--- src/rtl/ub_write_packer.sv ---
// rtl/ub_write_packer.sv - packs 16-bit stream elements into paired unified-buffer write beats
// A small FIFO decouples element acceptance from write-beat issue under ub_stall_in.
module ub_write_packer #(
   parameter int FIFO_DEPTH = 4
) (
   input  logic        clk,
   input  logic        rst,
   input  logic        start_in,
   input  logic [5:0]  len_in,
   input  logic [15:0] stream_data_in,
   input  logic        stream_valid_in,
   output logic        stream_ready_out,
   input  logic        ub_stall_in,
   output logic [15:0] ub_write_data_1_out,
   output logic [15:0] ub_write_data_2_out,
   output logic        ub_write_valid_1_out,
   output logic        ub_write_valid_2_out,
   output logic        ub_write_start_out,
   output logic        busy_out,
   output logic        done_out
);

   localparam int PW = $clog2(FIFO_DEPTH);
   localparam int CW = PW + 1;

   typedef enum logic [1:0] {IDLE, COLLECT, DRAIN} state_t;

   state_t         state;
   logic [5:0]     remaining;
   logic           half_valid;
   logic [15:0]    half_data;

   // Entry layout: {is_pair, upper, lower}; a single entry keeps its element in upper.
   logic [32:0]    mem [FIFO_DEPTH];
   logic [PW-1:0]  wr_ptr;
   logic [PW-1:0]  rd_ptr;
   logic [CW-1:0]  count;

   logic           fifo_full;
   logic           fifo_empty;
   logic           accept;
   logic           push;
   logic           pop;
   logic [32:0]    push_entry;
   logic [32:0]    head;

   assign fifo_full        = (count == CW'(FIFO_DEPTH));
   assign fifo_empty       = (count == '0);
   assign stream_ready_out = !rst && (state == COLLECT) && (remaining != 6'd0) && !fifo_full;
   assign accept           = stream_valid_in && stream_ready_out;
   assign push             = accept && (half_valid || (remaining == 6'd1));
   assign pop              = !fifo_empty && !ub_stall_in;
   assign push_entry       = half_valid ? {1'b1, stream_data_in, half_data}
                                        : {1'b0, stream_data_in, 16'h0000};
   assign head             = mem[rd_ptr];
   assign busy_out         = (state != IDLE);
   assign ub_write_start_out = ub_write_valid_1_out || ub_write_valid_2_out;

   always_ff @(posedge clk) begin
      if (push) begin
         mem[wr_ptr] <= push_entry;
      end
   end

   always_ff @(posedge clk) begin
      if (rst) begin
         state                <= IDLE;
         remaining            <= 6'd0;
         half_valid           <= 1'b0;
         half_data            <= 16'h0000;
         wr_ptr               <= '0;
         rd_ptr               <= '0;
         count                <= '0;
         ub_write_data_1_out  <= 16'h0000;
         ub_write_data_2_out  <= 16'h0000;
         ub_write_valid_1_out <= 1'b0;
         ub_write_valid_2_out <= 1'b0;
         done_out             <= 1'b0;
      end else begin
         done_out <= 1'b0;

         if (push) begin
            wr_ptr <= wr_ptr + PW'(1);
         end
         if (pop) begin
            rd_ptr <= rd_ptr + PW'(1);
         end
         if (push && !pop) begin
            count <= count + CW'(1);
         end else if (pop && !push) begin
            count <= count - CW'(1);
         end

         if (pop) begin
            ub_write_data_1_out  <= head[31:16];
            ub_write_data_2_out  <= head[15:0];
            ub_write_valid_1_out <= 1'b1;
            ub_write_valid_2_out <= head[32];
         end else begin
            ub_write_data_1_out  <= 16'h0000;
            ub_write_data_2_out  <= 16'h0000;
            ub_write_valid_1_out <= 1'b0;
            ub_write_valid_2_out <= 1'b0;
         end

         if (accept) begin
            remaining <= remaining - 6'd1;
            if (half_valid) begin
               half_valid <= 1'b0;
            end else if (remaining != 6'd1) begin
               half_valid <= 1'b1;
               half_data  <= stream_data_in;
            end
         end

         case (state)
            IDLE: begin
               if (start_in) begin
                  if (len_in != 6'd0) begin
                     remaining <= len_in;
                     state     <= COLLECT;
                  end else begin
                     done_out <= 1'b1;
                  end
               end
            end
            COLLECT: begin
               if (accept && (remaining == 6'd1)) begin
                  state <= DRAIN;
               end
            end
            DRAIN: begin
               // An empty FIFO here means the last beat is on the outputs this cycle.
               if (fifo_empty) begin
                  done_out <= 1'b1;
                  state    <= IDLE;
               end
            end
            default: state <= IDLE;
         endcase
      end
   end

endmodule

--- config.mk ---
export PLATFORM = sky130hd
export DESIGN_NAME = ub_write_packer
export DESIGN_NICKNAME = d
export VERILOG_FILES = /design/src/rtl/ub_write_packer.sv
export SDC_FILE = /design/constraint.sdc
export NUM_CORES = 1
export LEC_CHECK = 0
export BUFFER_PORTS_ARGS = -buffer_cell sky130_fd_sc_hd__buf_2
export CORE_UTILIZATION = 28
export DETAILED_ROUTE_END_ITERATION = 10
export GPL_ROUTABILITY_DRIVEN = 0
export HOLD_SLACK_MARGIN = 0.12
export MAX_ROUTING_LAYER = met4
export SLEW_MARGIN = 40
export SYNTH_ARGS = -nofsm -noshare
export SYNTH_HDL_FRONTEND = slang
export SYNTH_SLANG_ARGS = --single-unit
--- constraint.sdc ---
create_clock -name clk -period 4.2 [get_ports clk]
set_input_delay 0.63 -clock clk [delete_from_list [all_inputs] [get_ports clk]]
set_output_delay 0.63 -clock clk [all_outputs]
set_load 0.1 [all_outputs]
# ---- Word-level counts from Yosys, hierarchy flattened
# Memories as Yosys holds them, arrays and structs flattened. A register that Yosys moved wholly into a read port is not among the register bits.
# Cells that the tools add are included.
dict set report classes {
  addsub 5
  muxes 21
  bitwise 2
  n_eq_ne 9
  reduce_logical 26
}
# op n
set op_table {}
lappend op_table {{$mux 33} 1}
lappend op_table {{$mux 6} 4}
lappend op_table {{$reduce_bool 6->1} 2}
lappend op_table {{$logic_and 1x1->1} 9}
lappend op_table {{$mux 1} 8}
lappend op_table {{$mux 2} 4}
lappend op_table {{$eq 6x1->1 const B} 1}
lappend op_table {{$logic_not 1->1} 6}
lappend op_table {{$mux 3} 2}
lappend op_table {{$ne 2x2->1 const B} 3}
lappend op_table {{$ne 6x1->1 const B} 1}
lappend op_table {{$pmux 2 s3} 1}
lappend op_table {{$sub 6x1->6 const B} 1}
lappend op_table {{$add 2x1->2 const B} 2}
lappend op_table {{$reduce_and 4->1} 1}
lappend op_table {{$reduce_bool 2->1} 2}
lappend op_table {{$add 3x1->3 const B} 1}
lappend op_table {{$eq 3x3->1 const B} 1}
lappend op_table {{$logic_not 3->1} 1}
lappend op_table {{$reduce_and 3->1} 1}
lappend op_table {{$sub 3x1->3 const B} 1}
lappend op_table {{$eq 2x1->1 const B} 1}
lappend op_table {{$eq 2x2->1 const B} 1}
lappend op_table {{$logic_not 2->1} 1}
lappend op_table {{5 further kinds} 7}
dict set report word_totals {
  ramBits 132
  n_memories 1
  inputBits 27
  regBits 34
  output_inout_bits 38
  elab_cells 73
}
# name depth width rd rd_clocked_by_memory_dff wr line
set mem_list {}
lappend mem_list {mem 4 33 1 1 1 34} ;# logic [32:0] mem [FIFO_DEPTH];

# ---- Longest topological paths before layout
# Gate-level depths: netlist of run 1.
dict set report logic_depth {
  ltp_word 10
  mapped_depth 11
  mapped_depth_nobuf 10
}

# ---- Worst setup path before layout of run 1
# No wires, ideal clock.
dict set report synth_path {
  path_type {input port to output port}
  from {input rst}
  to {output stream_ready_out}
  slack_ps 1119
  cell_stages 4
  t_arrival_ps 2451
  required_ps 3570
  path_buffers 1
  cell_sequence {clkbuf_1 -> nor2_1 -> nand3_1 -> a21oi_1}
}
dict set report synth_between {
  elab_chain_len 4
}
# element line
set synth_lines {}
lappend synth_lines {{start, declared} 7} ;# input logic rst,
lappend synth_lines {{$logic_not 1->1} 49} ;# assign stream_ready_out = !rst && (state == COLLECT) && (remaining != 6'd0) && !fifo_full;
lappend synth_lines {{$logic_and 1x1->1 (3 in a row)} 49}
lappend synth_lines {{end, declared} 12} ;# output logic stream_ready_out,
# Every way passes these cells.

# ---- Worst setup path after layout of run 1
dict set report layout_path {
  from {input rst}
  to {register count[2]}
}
dict set report layout_between {
  elab_chain_len 9
  elab_cells_between_ends 11
  cone_classes {mux (1); reduce/logical (10)}
}
# element line
set layout_lines {}
lappend layout_lines {{$logic_not 1->1} 49}
lappend layout_lines {{$logic_and 1x1->1 (3 in a row)} 49}
lappend layout_lines {{$logic_and 1x1->1} 50} ;# assign accept = stream_valid_in && stream_ready_out;
lappend layout_lines {{$logic_and 1x1->1} 51} ;# assign push = accept && (half_valid || (remaining == 6'd1));
lappend layout_lines {{$logic_not 1->1} 90} ;# end else if (pop && !push) begin
lappend layout_lines {{$logic_and 1x1->1} 90}
lappend layout_lines {{$reduce_bool 2->1 (no line)} -}
lappend layout_lines {{end signal, assigned} 89} ;# count <= count + CW'(1);
lappend layout_lines {{end signal, assigned} 91} ;# count <= count - CW'(1);
lappend layout_lines {{end, declared} 37} ;# logic [CW-1:0] count;
# Parallel ways exist; a longest one is shown, timed or not.
# A chain may end at the register's enable or synchronous reset.

==> qor.tcl, run 1 <==
set qor(run_status) {complete, no violations}
set qor(post_dr_vias_cell) 4.31
set qor(cpLargestDelayFamily) {simple AND/OR/NAND/NOR gates}
set qor(fmax_mhz) 321
set qor(finish.utilization_pct) 34.2
set qor(nets) 539
set qor(worst_skew_late_latency_ns) 0.43
set qor(placedInstanceArea_sq_mm) 0.00803
set qor(synth.top_cell.area_share_pct) 54.1
set qor(final-setup-viol-count) 0
set qor(synth_fp_nets) 467
set qor(critPathLaunchType) {primary input}
set qor(tritoncts) {built}
set qor(post_synth_num_cell_types) 37
set qor(reg2reg_slack_ns) 1.13
set qor(ctsResizeCount) 0
set qor(cellPowerDensity_mw_per_mm2) 578
set qor(synth_seq_area_share_pct) 72.5
set qor(fin_worst_skew_ns) 0.0107
set qor(drc_errors) 0
set qor(io_pins) 65
set qor(num_rows) 58
set qor(crit_slowest_cell) {sky130_fd_sc_hd__nor2b_1}
set qor(timing.max_cap.violations) 0
set qor(fraction_of_final_layout_cells_sized_beyond_drive_strength_1_pct) 29.2
set qor(cts_root_buf) {sky130_fd_sc_hd__clkbuf_16}
set qor(worst-endpoint-arrival_ns) 3.47
set qor(holdCritPathClass) {primary input to flop}
set qor(ir_worst_vdd_uv) 327
set qor(crit_buf_inv) 2
set qor(synth_top_area_cell) {sky130_fd_sc_hd__edfxtp_1}
set qor(first_pass_grt_wire_length_microns) 20500
set qor(netlist_area_sq_mm) 0.00732
set qor(place.detailed.instances) 815
set qor(postRouteWirelength_microns) 13200
set qor(htreeDepth) 4
set qor(final.setup.tns_ns) 0
set qor(worst-path-stages) 10
set qor(synth.ff_latch_count) 199
set qor(numPortBuffers) 64
set qor(crit_path_max_fanout) 32
set qor(layout.cells.non_filler) 848
set qor(max_slew.worst_pin.slew_ns) 0.706
set qor(timing_max_transition_violations_final) 0
set qor(max_stage_delay_ns) 0.50
set qor(yosys_warnings) 0
set qor(post-cts-setup-buffer-count) 0
set qor(criticalPathCategory) {primary input to flop}
set qor(antenna_violations_before_repair) 1
set qor(initial_core_util_pct) 28.8
set qor(clock_tree.buffer_depth) 2
set qor(die_height_microns) 164
set qor(critPathCaptureType) {flop}
set qor(global_route.usage.total_pct) 10.7
set qor(first_global_vias) 3853
set qor(drt_first_pass_iters) 4
set qor(pin_count_of_the_biggest_net_entering_global_routing) 35
set qor(routed-via-count) 3651
set qor(critical_path_cell_list) {buf_2 -> nand4bb_1 -> a211oi_2 -> nor2b_1 -> ha_1 -> inv_1 -> fa_1 -> xor2_1 -> or3_1 -> a21oi_1}
set qor(fp.dieArea_sq_mm) 0.0268
set qor(clkSinkCount) 199
set qor(final_common_cell) {sky130_fd_sc_hd__edfxtp_1}
set qor(cp-startpoint) {rst}
set qor(synth.top_cells.by_area) {sky130_fd_sc_hd__edfxtp_1, sky130_fd_sc_hd__dfxtp_1, sky130_fd_sc_hd__mux4_2, sky130_fd_sc_hd__nor2b_1, sky130_fd_sc_hd__mux2i_1}
set qor(clk_transition_reported_paths_ns) 0.07
set qor(die_x_microns) 164
set qor(cts-buffers-inserted) 17
set qor(final_cycle_utilization_of_the_critical_path_pct) 74.3
set qor(ant_nets) 0
set qor(slew-limit-headroom_pct) 53.0
set qor(final_cell_mix) {sky130_fd_sc_hd__edfxtp_1, sky130_fd_sc_hd__dfxtp_1, sky130_fd_sc_hd__buf_2}
set qor(period_minus_slack_ns) 3.12
set qor(critical_r2r_launch) {remaining[0]}
set qor(timing.rr.end) {count[2]}
set qor(final_area_sq_mm) 0.00870
set qor(hold_viol_final) 0
set qor(holdBufCountCts) 0
set qor(post_synth_inst_count) 432
set qor(area_delta_synth_final_pct) 18.8
set qor(unrepaired_setup_endpoints_after_global_routing) {no}
set qor(cp_data_required_time_ns) 4.56
set qor(average_routed_wire_per_standard_cell_microns) 15.6
set qor(total_congestion_overflow_after_global_routing) 0
set qor(timing.reg2reg.worst_path_depth) 10
set qor(syn-mean-instance-area_sq_um) 16.9
set qor(detail_route.iter0.violations) 176
set qor(core_region_area_sq_mm) 0.0254
set qor(place_hpwl_microns) 8260
set qor(last_element_of_the_critical_path) {count[2]}
set qor(power_leakage_uw) 0.00319
final cells by class:
cell class | count | area (sq um)
clock buffers | 17 | 425
flip-flops and latches | 199 | 5310
repair buffers | 72 | 380
clock inverters | 15 | 236
inverters | 8 | 30.0
well taps | 330 | 413
fillers | 2463 | 16700
diodes | 1 | 2.50
multi-input cells | 206 | 1900
worst reg2reg max path: stages, from the launching register on:
cell and delay (ns):
sky130_fd_sc_hd__dfxtp_1 0.40, sky130_fd_sc_hd__inv_1 0.08, sky130_fd_sc_hd__ha_1 0.28, sky130_fd_sc_hd__a211oi_2 0.44, sky130_fd_sc_hd__nor2b_1 0.50, sky130_fd_sc_hd__ha_1 0.27, sky130_fd_sc_hd__inv_1 0.06, sky130_fd_sc_hd__fa_1 0.37
sky130_fd_sc_hd__xor2_1 0.16, sky130_fd_sc_hd__or3_1 0.31, sky130_fd_sc_hd__a21oi_1 0.14
power by group:
group	internal [uW]	switching [uW]
Combinational	391	586
Clock	1030	749
Sequential	2150	123
worst min-delay path by stage:
stage	startpoint	end	slack (ns)	cells past startpoint
finish	len_in[4]	remaining[4]	0.42	3
global route	len_in[4]	remaining[4]	0.41	3
CTS	len_in[4]	remaining[4]	0.41	3
detailed placement	half_data[8]	half_data[8]	0.48	2
global placement	half_data[5]	half_data[5]	0.47	2
floorplan	half_data[15]	half_data[15]	0.45	2
per-layer routing:
metal / track usage, % / vias to the layer above / part of all wire, %
met2: 17.9 / 67 / 50
met1: 12.2 / 1839 / 44
li1: - / 1737 / -
met5: - / - / 0
met3: 3.38 / 8 / 4.4
met4: 3.28 / 0 / 1.1
kinds of logic (layout without fill, tap and decap cells):
kind of cell               count (synthesis)  after routing  share of synthesized area (%)
DFF                                      199            199                           72.5
and+or+nand+nor                          119            119                           9.16
muxes                                     51             51                           12.6
buffers and inverters                     27            112                           1.73
AOI/OAI and AO/OA                         18             18                           1.38
xor gates and xnor gates                  10             10                           1.20
adders and majority gates                  8              8                           1.47
other                                      0              1                              0
synth_stat cells:
cell / number
sky130_fd_sc_hd__xnor2_1: 4
sky130_fd_sc_hd__a21oi_1: 7
sky130_fd_sc_hd__a31o_2: 1
sky130_fd_sc_hd__nor3b_1: 2
sky130_fd_sc_hd__o21ai_0: 8
sky130_fd_sc_hd__buf_1: 1
sky130_fd_sc_hd__mux2i_1: 18
sky130_fd_sc_hd__nand2_1: 14
sky130_fd_sc_hd__nand4_1: 1
sky130_fd_sc_hd__dfxtp_1: 67
sky130_fd_sc_hd__a211oi_2: 1
sky130_fd_sc_hd__edfxtp_1: 132
sky130_fd_sc_hd__or3b_1: 2
sky130_fd_sc_hd__buf_6: 1
sky130_fd_sc_hd__buf_2: 5
sky130_fd_sc_hd__mux4_2: 33
sky130_fd_sc_hd__nor4_4: 1
sky130_fd_sc_hd__o21ai_1: 1
sky130_fd_sc_hd__ha_1: 7
sky130_fd_sc_hd__clkbuf_1: 11
sky130_fd_sc_hd__inv_1: 8
sky130_fd_sc_hd__or2_2: 1
sky130_fd_sc_hd__nand2b_1: 1
sky130_fd_sc_hd__nor2b_1: 34
sky130_fd_sc_hd__nand4bb_1: 1
sky130_fd_sc_hd__and2_1: 20
sky130_fd_sc_hd__buf_8: 1
sky130_fd_sc_hd__nor3_1: 6
sky130_fd_sc_hd__nand2b_4: 1
sky130_fd_sc_hd__or3_1: 3
sky130_fd_sc_hd__nor4_1: 1
sky130_fd_sc_hd__nand3_1: 1
sky130_fd_sc_hd__or3b_2: 1
sky130_fd_sc_hd__nor2_1: 28
sky130_fd_sc_hd__fa_1: 1
sky130_fd_sc_hd__and3b_1: 1
sky130_fd_sc_hd__xor2_1: 6
state kept, by name, indices dropped and copies added, names as in the netlist:
| name | cells |
|---|---|
| ub_write_data_2_out | 16 |
| state | 2 |
| half_data | 16 |
| ub_write_valid_1_out | 1 |
| count | 3 |
| half_valid | 1 |
| rd_ptr | 2 |
| remaining | 6 |
| ub_write_valid_2_out | 1 |
| done_out | 1 |
| ub_write_data_1_out | 16 |
| mem | 132 |
| wr_ptr | 2 |
per-stage QoR:
| stage | power [uW] | setup slack [ns] | hold WS (ns) |
|---|---|---|---|
| 2_1_floorplan | 3120 | 1.12 | 0.455 |
| 3_3_place_gp | 3310 | 0.710 | 0.470 |
| 3_5_place_dp | 3320 | 0.569 | 0.478 |
| 4_1_cts | 5090 | 1.04 | 0.406 |
| 5_1_grt | 5220 | 0.852 | 0.407 |
| 6_report | 5020 | 1.08 | 0.417 |
Power figures use the tool's default switching activity.
==> inputs of run 2 (changes only) <==
==> constraint.sdc (replaced) <==
create_clock -name clk -period 2.5 [get_ports clk]
set_input_delay 0.375 -clock clk [delete_from_list [all_inputs] [get_ports clk]]
set_output_delay 0.375 -clock clk [all_outputs]
set_load 0.1 [all_outputs]
==> qor.tcl, run 2 (same netlist as run 1, synthesis figures left out) <==
set qor(run_status) {complete, no violations}
set qor(holdCritPathClass) {primary input to flop}
set qor(final_area_sq_mm) 0.00881
set qor(drt_first_pass_iters) 4
set qor(crit_path_max_fanout) 6
set qor(cts_root_buf) {sky130_fd_sc_hd__clkbuf_16}
set qor(hold_viol_final) 0
set qor(critical_path_cell_list) {inv_1 -> ha_4 -> a211oi_4 -> nor2b_4 -> ha_4 -> inv_1 -> fa_1 -> xor2_1 -> or3_1 -> a21oi_1}
set qor(postRouteWirelength_microns) 14000
set qor(critPathLaunchType) {flop}
set qor(period_minus_slack_ns) 2.43
set qor(routed-via-count) 3761
set qor(die_height_microns) 164
set qor(criticalPathCategory) {flop to flop}
set qor(reg2reg_slack_ns) 0.07
set qor(numPortBuffers) 64
set qor(average_routed_wire_per_standard_cell_microns) 16.4
set qor(clk_transition_reported_paths_ns) 0.07
set qor(worst-endpoint-arrival_ns) 2.79
set qor(first_pass_grt_wire_length_microns) 22400
set qor(crit_slowest_cell) {sky130_fd_sc_hd__fa_1}
set qor(holdBufCountCts) 0
set qor(fin_worst_skew_ns) 0.0114
set qor(largest_register) {mem}
set qor(initial_core_util_pct) 28.8
set qor(num_rows) 58
set qor(final_common_cell) {sky130_fd_sc_hd__edfxtp_1}
set qor(total_congestion_overflow_after_global_routing) 0
set qor(nets) 547
set qor(worst_skew_late_latency_ns) 0.43
set qor(core_region_area_sq_mm) 0.0254
set qor(critPathCaptureType) {flop}
set qor(flip_flop_count_of_the_largest_register_all_copies_and_words_added) 132
set qor(cellPowerDensity_mw_per_mm2) 932
set qor(fraction_of_final_layout_cells_sized_beyond_drive_strength_1_pct) 32.2
set qor(slew-limit-headroom_pct) 53.0
set qor(crit_buf_inv) 2
set qor(max_slew.worst_pin.slew_ns) 0.704
set qor(met2WireLength_microns) 7280
set qor(placedInstanceArea_sq_mm) 0.00817
set qor(global_route.usage.total_pct) 11.7
set qor(post_route_setup_slack_ns) 0.0664
set qor(ant_nets) 0
set qor(io_pins) 65
set qor(fmax_mhz) 411
set qor(ir_worst_vdd_uv) 589
set qor(clock_tree.buffer_depth) 2
set qor(first_global_vias) 4125
set qor(fp.dieArea_sq_mm) 0.0268
set qor(design_power_uw) 8200
set qor(wl_met3_microns) 681
set qor(post_dr_vias_cell) 4.38
set qor(htreeDepth) 4
set qor(cts-buffers-inserted) 17
set qor(cpLargestDelayFamily) {adder cells}
set qor(final_cell_mix) {sky130_fd_sc_hd__edfxtp_1, sky130_fd_sc_hd__buf_2, sky130_fd_sc_hd__dfxtp_1}
set qor(timing.max_cap.violations) 0
set qor(detail_route.iter0.violations) 199
set qor(dp_slack_ns) -0.151
set qor(area_delta_synth_final_pct) 20.3
set qor(die_x_microns) 164
set qor(power_leakage_uw) 0.00323
set qor(wl_met1_microns) 5960
set qor(pin_count_of_the_biggest_net_entering_global_routing) 34
set qor(antenna_violations_before_repair) 3
set qor(final_cycle_utilization_of_the_critical_path_pct) 97.3
set qor(cp_data_required_time_ns) 2.85
set qor(max_stage_delay_ns) 0.38
set qor(topRoutingLayerUsed) {met4}
set qor(drc_errors) 0
set qor(place_hpwl_microns) 8480
set qor(timing_max_transition_violations_final) 0
set qor(unrepaired_setup_endpoints_after_global_routing) {no}
set qor(final-setup-viol-count) 0
set qor(tritoncts) {built}
set qor(clkSinkCount) 199
run 2: where the power goes:
group	internal [uW]	switching, uW
combinational	746	1100
sequential	3610	155
clock	1320	1270
run 2: worst register-to-register path, cell delays in order (launching register included):
cell and delay, ns:
sky130_fd_sc_hd__dfxtp_4 0.37, sky130_fd_sc_hd__inv_1 0.09, sky130_fd_sc_hd__ha_4 0.20, sky130_fd_sc_hd__a211oi_4 0.23, sky130_fd_sc_hd__nor2b_4 0.22, sky130_fd_sc_hd__ha_4 0.16
sky130_fd_sc_hd__inv_1 0.05, sky130_fd_sc_hd__fa_1 0.38, sky130_fd_sc_hd__xor2_1 0.18, sky130_fd_sc_hd__or3_1 0.31, sky130_fd_sc_hd__a21oi_1 0.17
run 2: area by class of cell:
cell class | count | area [sq um]
multi-input cells | 206 | 1960
clock buffers | 17 | 425
flip-flops and latches | 199 | 5320
inverters | 8 | 30.0
well taps | 330 | 413
clock inverters | 15 | 134
repair buffers | 80 | 515
diodes | 3 | 7.51
fillers | 2426 | 16600
run 2: per-stage QoR:
stage | cells | hold WS, ns | util [%] | setup TNS [ns]
final | 858 | 0.167 | 34.7 | 0
after global routing | 858 | 0.154 | 34.7 | 0
after CTS | 855 | 0.145 | 34.5 | 0
after detailed placement | 822 | 0.483 | 32.2 | -0.151
after global placement | 822 | 0.471 | 32.2 | 0
after floorplan | 432 | 0.455 | - | 0
run 2: repair_timing:
action,4_1_cts,5_1_grt
endpoints found under the setup margin,1,1
setup buffers,1,0
gates resized for setup,3,11
pin swaps,0,1
run 2: path summary, 6_finish.rpt:
path	start	cells past startpoint	to
max	remaining[0]	10	count[2]
min	len_in[5]	3	remaining[5]
max reg2reg	remaining[0]	10	count[2]
min reg2reg	half_data[4]	2	half_data[4]
run 2: per-layer routing:
layer | GRT usage (%) | vias up
met5 | - | -
met2 | 20.0 | 77
met3 | 3.46 | 8
met4 | 3.28 | 0
met1 | 13.3 | 1918
li1 | - | 1758
==> inputs of run 3 (changes only) <==
--- a/config.mk
+++ b/config.mk
@@ -6,11 +6,12 @@
 export NUM_CORES = 1
 export LEC_CHECK = 0
 export BUFFER_PORTS_ARGS = -buffer_cell sky130_fd_sc_hd__buf_2
-export CORE_UTILIZATION = 28
+export CORE_UTILIZATION = 53
 export DETAILED_ROUTE_END_ITERATION = 10
 export GPL_ROUTABILITY_DRIVEN = 0
 export HOLD_SLACK_MARGIN = 0.12
 export MAX_ROUTING_LAYER = met4
+export PLACE_DENSITY = 0.74
 export SLEW_MARGIN = 40
 export SYNTH_ARGS = -nofsm -noshare
 export SYNTH_HDL_FRONTEND = slang
==> qor.tcl, run 3 (same netlist as run 1, synthesis figures left out) <==
set qor(tritoncts) {built}
set qor(cp-startpoint) {remaining[3]}
set qor(worst-path-stages) 10
set qor(routed-via-count) 3735
set qor(clk_transition_reported_paths_ns) 0.07
set qor(global_route.usage.total_pct) 20.1
set qor(slew-limit-headroom_pct) 66.6
set qor(worst_skew_late_latency_ns) 0.42
set qor(final_area_sq_mm) 0.00867
set qor(largest_register) {mem}
set qor(holdCritPathClass) {primary input to flop}
set qor(hold_viol_final) 0
set qor(criticalPathCategory) {flop to flop}
set qor(critPathLaunchType) {flop}
set qor(detail_route.iter0.violations) 253
set qor(timing.max_cap.violations) 0
set qor(nets) 550
set qor(critical_r2r_launch) {remaining[3]}
set qor(cp_data_required_time_ns) 2.86
set qor(ant_nets) 0
set qor(cts_root_buf) {sky130_fd_sc_hd__clkbuf_16}
set qor(place_hpwl_microns) 7770
set qor(placedInstanceArea_sq_mm) 0.00800
set qor(first_pass_grt_wire_length_microns) 20500
set qor(timing_max_transition_violations_final) 0
set qor(cpLargestDelayFamily) {simple AND/OR/NAND/NOR gates}
set qor(post_dr_vias_cell) 5.31
set qor(final-setup-viol-count) 0
set qor(place.detailed.instances) 668
set qor(post_route_setup_slack_ns) 0.0932
set qor(die_height_microns) 120
set qor(design_power_uw) 8230
set qor(fmax_mhz) 415
set qor(critical_path_cell_list) {nor4_4 -> buf_4 -> a211oi_4 -> nor2b_4 -> ha_4 -> inv_1 -> fa_2 -> xor2_1 -> or3_1 -> a21oi_2}
set qor(drt_first_pass_iters) 4
set qor(crit_slowest_cell) {sky130_fd_sc_hd__dfxtp_1}
set qor(average_routed_wire_per_standard_cell_microns) 18.3
set qor(htreeDepth) 4
set qor(max_stage_delay_ns) 0.43
set qor(flip_flop_count_of_the_largest_register_all_copies_and_words_added) 132
set qor(cellPowerDensity_mw_per_mm2) 950
set qor(numPortBuffers) 64
set qor(max_slew.worst_pin.slew_ns) 0.505
set qor(antennaDiodeCount) 0
set qor(first_global_vias) 3989
set qor(final_common_cell) {sky130_fd_sc_hd__edfxtp_1}
set qor(power_leakage_uw) 0.00325
set qor(period_minus_slack_ns) 2.41
set qor(crit_path_max_fanout) 4
set qor(ir_worst_vdd_uv) 534
set qor(fp.dieArea_sq_mm) 0.0143
set qor(clock_tree.buffer_depth) 2
set qor(reg2reg_slack_ns) 0.09
set qor(critPathCaptureType) {flop}
set qor(final_cycle_utilization_of_the_critical_path_pct) 96.3
set qor(die_x_microns) 120
set qor(antenna_violations_before_repair) 0
set qor(total_congestion_overflow_after_global_routing) 0
set qor(fin_worst_skew_ns) 0.00985
set qor(layout.cells.non_filler) 704
set qor(crit_buf_inv) 2
set qor(fraction_of_final_layout_cells_sized_beyond_drive_strength_1_pct) 32.0
set qor(finish.utilization_pct) 65.0
set qor(last_element_of_the_critical_path) {count[2]}
set qor(worst-endpoint-arrival_ns) 2.76
set qor(drc_errors) 0
set qor(area_delta_synth_final_pct) 18.4
set qor(unrepaired_setup_endpoints_after_global_routing) {no}
set qor(final_cell_mix) {sky130_fd_sc_hd__edfxtp_1, sky130_fd_sc_hd__buf_2, sky130_fd_sc_hd__dfxtp_1}
set qor(timing.rr.end) {count[2]}
set qor(postRouteWirelength_microns) 12900
set qor(pin_count_of_the_biggest_net_entering_global_routing) 35
set qor(core_region_area_sq_mm) 0.0133
set qor(initial_core_util_pct) 54.9
set qor(io_pins) 65
set qor(dp_slack_ns) -0.0699
set qor(timing.reg2reg.worst_path_depth) 10
set qor(run_status) {complete, no violations}
set qor(cts-buffers-inserted) 17
set qor(num_rows) 42
set qor(clkSinkCount) 199
run 3: metal layers:
metal	vias to the layer above	global-route usage, %	routed length (microns)
li1	1760	-	-
met2	83	33.7	6610
met4	0	7.58	267
met3	21	4.90	407
met1	1871	23.7	5570
met5	-	-	0
run 3: final cells by class:
class                      instances  area, sq um
clock buffer                      23          478
clock inverter                     9         98.8
fill                             964         4680
inverter                           8         30.0
multi-input combinational        206         1970
sequential                       199         5310
tap                              176          220
timing repair buffer              83          563
run 3: where the power goes:
group          switching [uW]  internal [uW]  leakage (uW)
logic                    1140            732       0.00114
registers                 115           3610       0.00182
clock network            1100           1540      0.000290
run 3: how the worst min path moves through the flow:
| stage | to | slack (ns) | cells past startpoint | startpoint |
|---|---|---|---|---|
| 6_report | remaining[4] | 0.16 | 3 | len_in[4] |
| 5_1_grt | remaining[4] | 0.16 | 3 | len_in[4] |
| 4_1_cts | remaining[4] | 0.15 | 3 | len_in[4] |
| 3_5_place_dp | half_data[4] | 0.48 | 2 | half_data[4] |
| 3_3_place_gp | half_data[15] | 0.47 | 2 | half_data[15] |
| 2_1_floorplan | half_data[15] | 0.45 | 2 | half_data[15] |
run 3: repair_timing:
| item | in CTS | in global routing |
|---|---|---|
| endpoints found under the setup margin | 1 | 1 |
| setup buffers | 0 | 4 |
| gates resized for setup | 1 | 12 |
| hold buffers | 0 | 0 |
| pin swaps | 0 | 3 |
run 3: worst reg2reg max path, cell delays in order (launching register included):
cell and delay, ns:
sky130_fd_sc_hd__dfxtp_1 0.43, sky130_fd_sc_hd__nor4_4 0.09, sky130_fd_sc_hd__buf_4 0.15, sky130_fd_sc_hd__a211oi_4 0.21, sky130_fd_sc_hd__nor2b_4 0.21, sky130_fd_sc_hd__ha_4 0.15, sky130_fd_sc_hd__inv_1 0.05, sky130_fd_sc_hd__fa_2 0.34
sky130_fd_sc_hd__xor2_1 0.17, sky130_fd_sc_hd__or3_1 0.38, sky130_fd_sc_hd__a21oi_2 0.16
run 3: per-stage QoR:
stage	setup TNS [ns]	hold slack, ns
5_1_grt	0	0.162
2_1_floorplan	0	0.455
4_1_cts	0	0.146
3_3_place_gp	0	0.468
6_report	0	0.162
3_5_place_dp	-0.0699	0.477
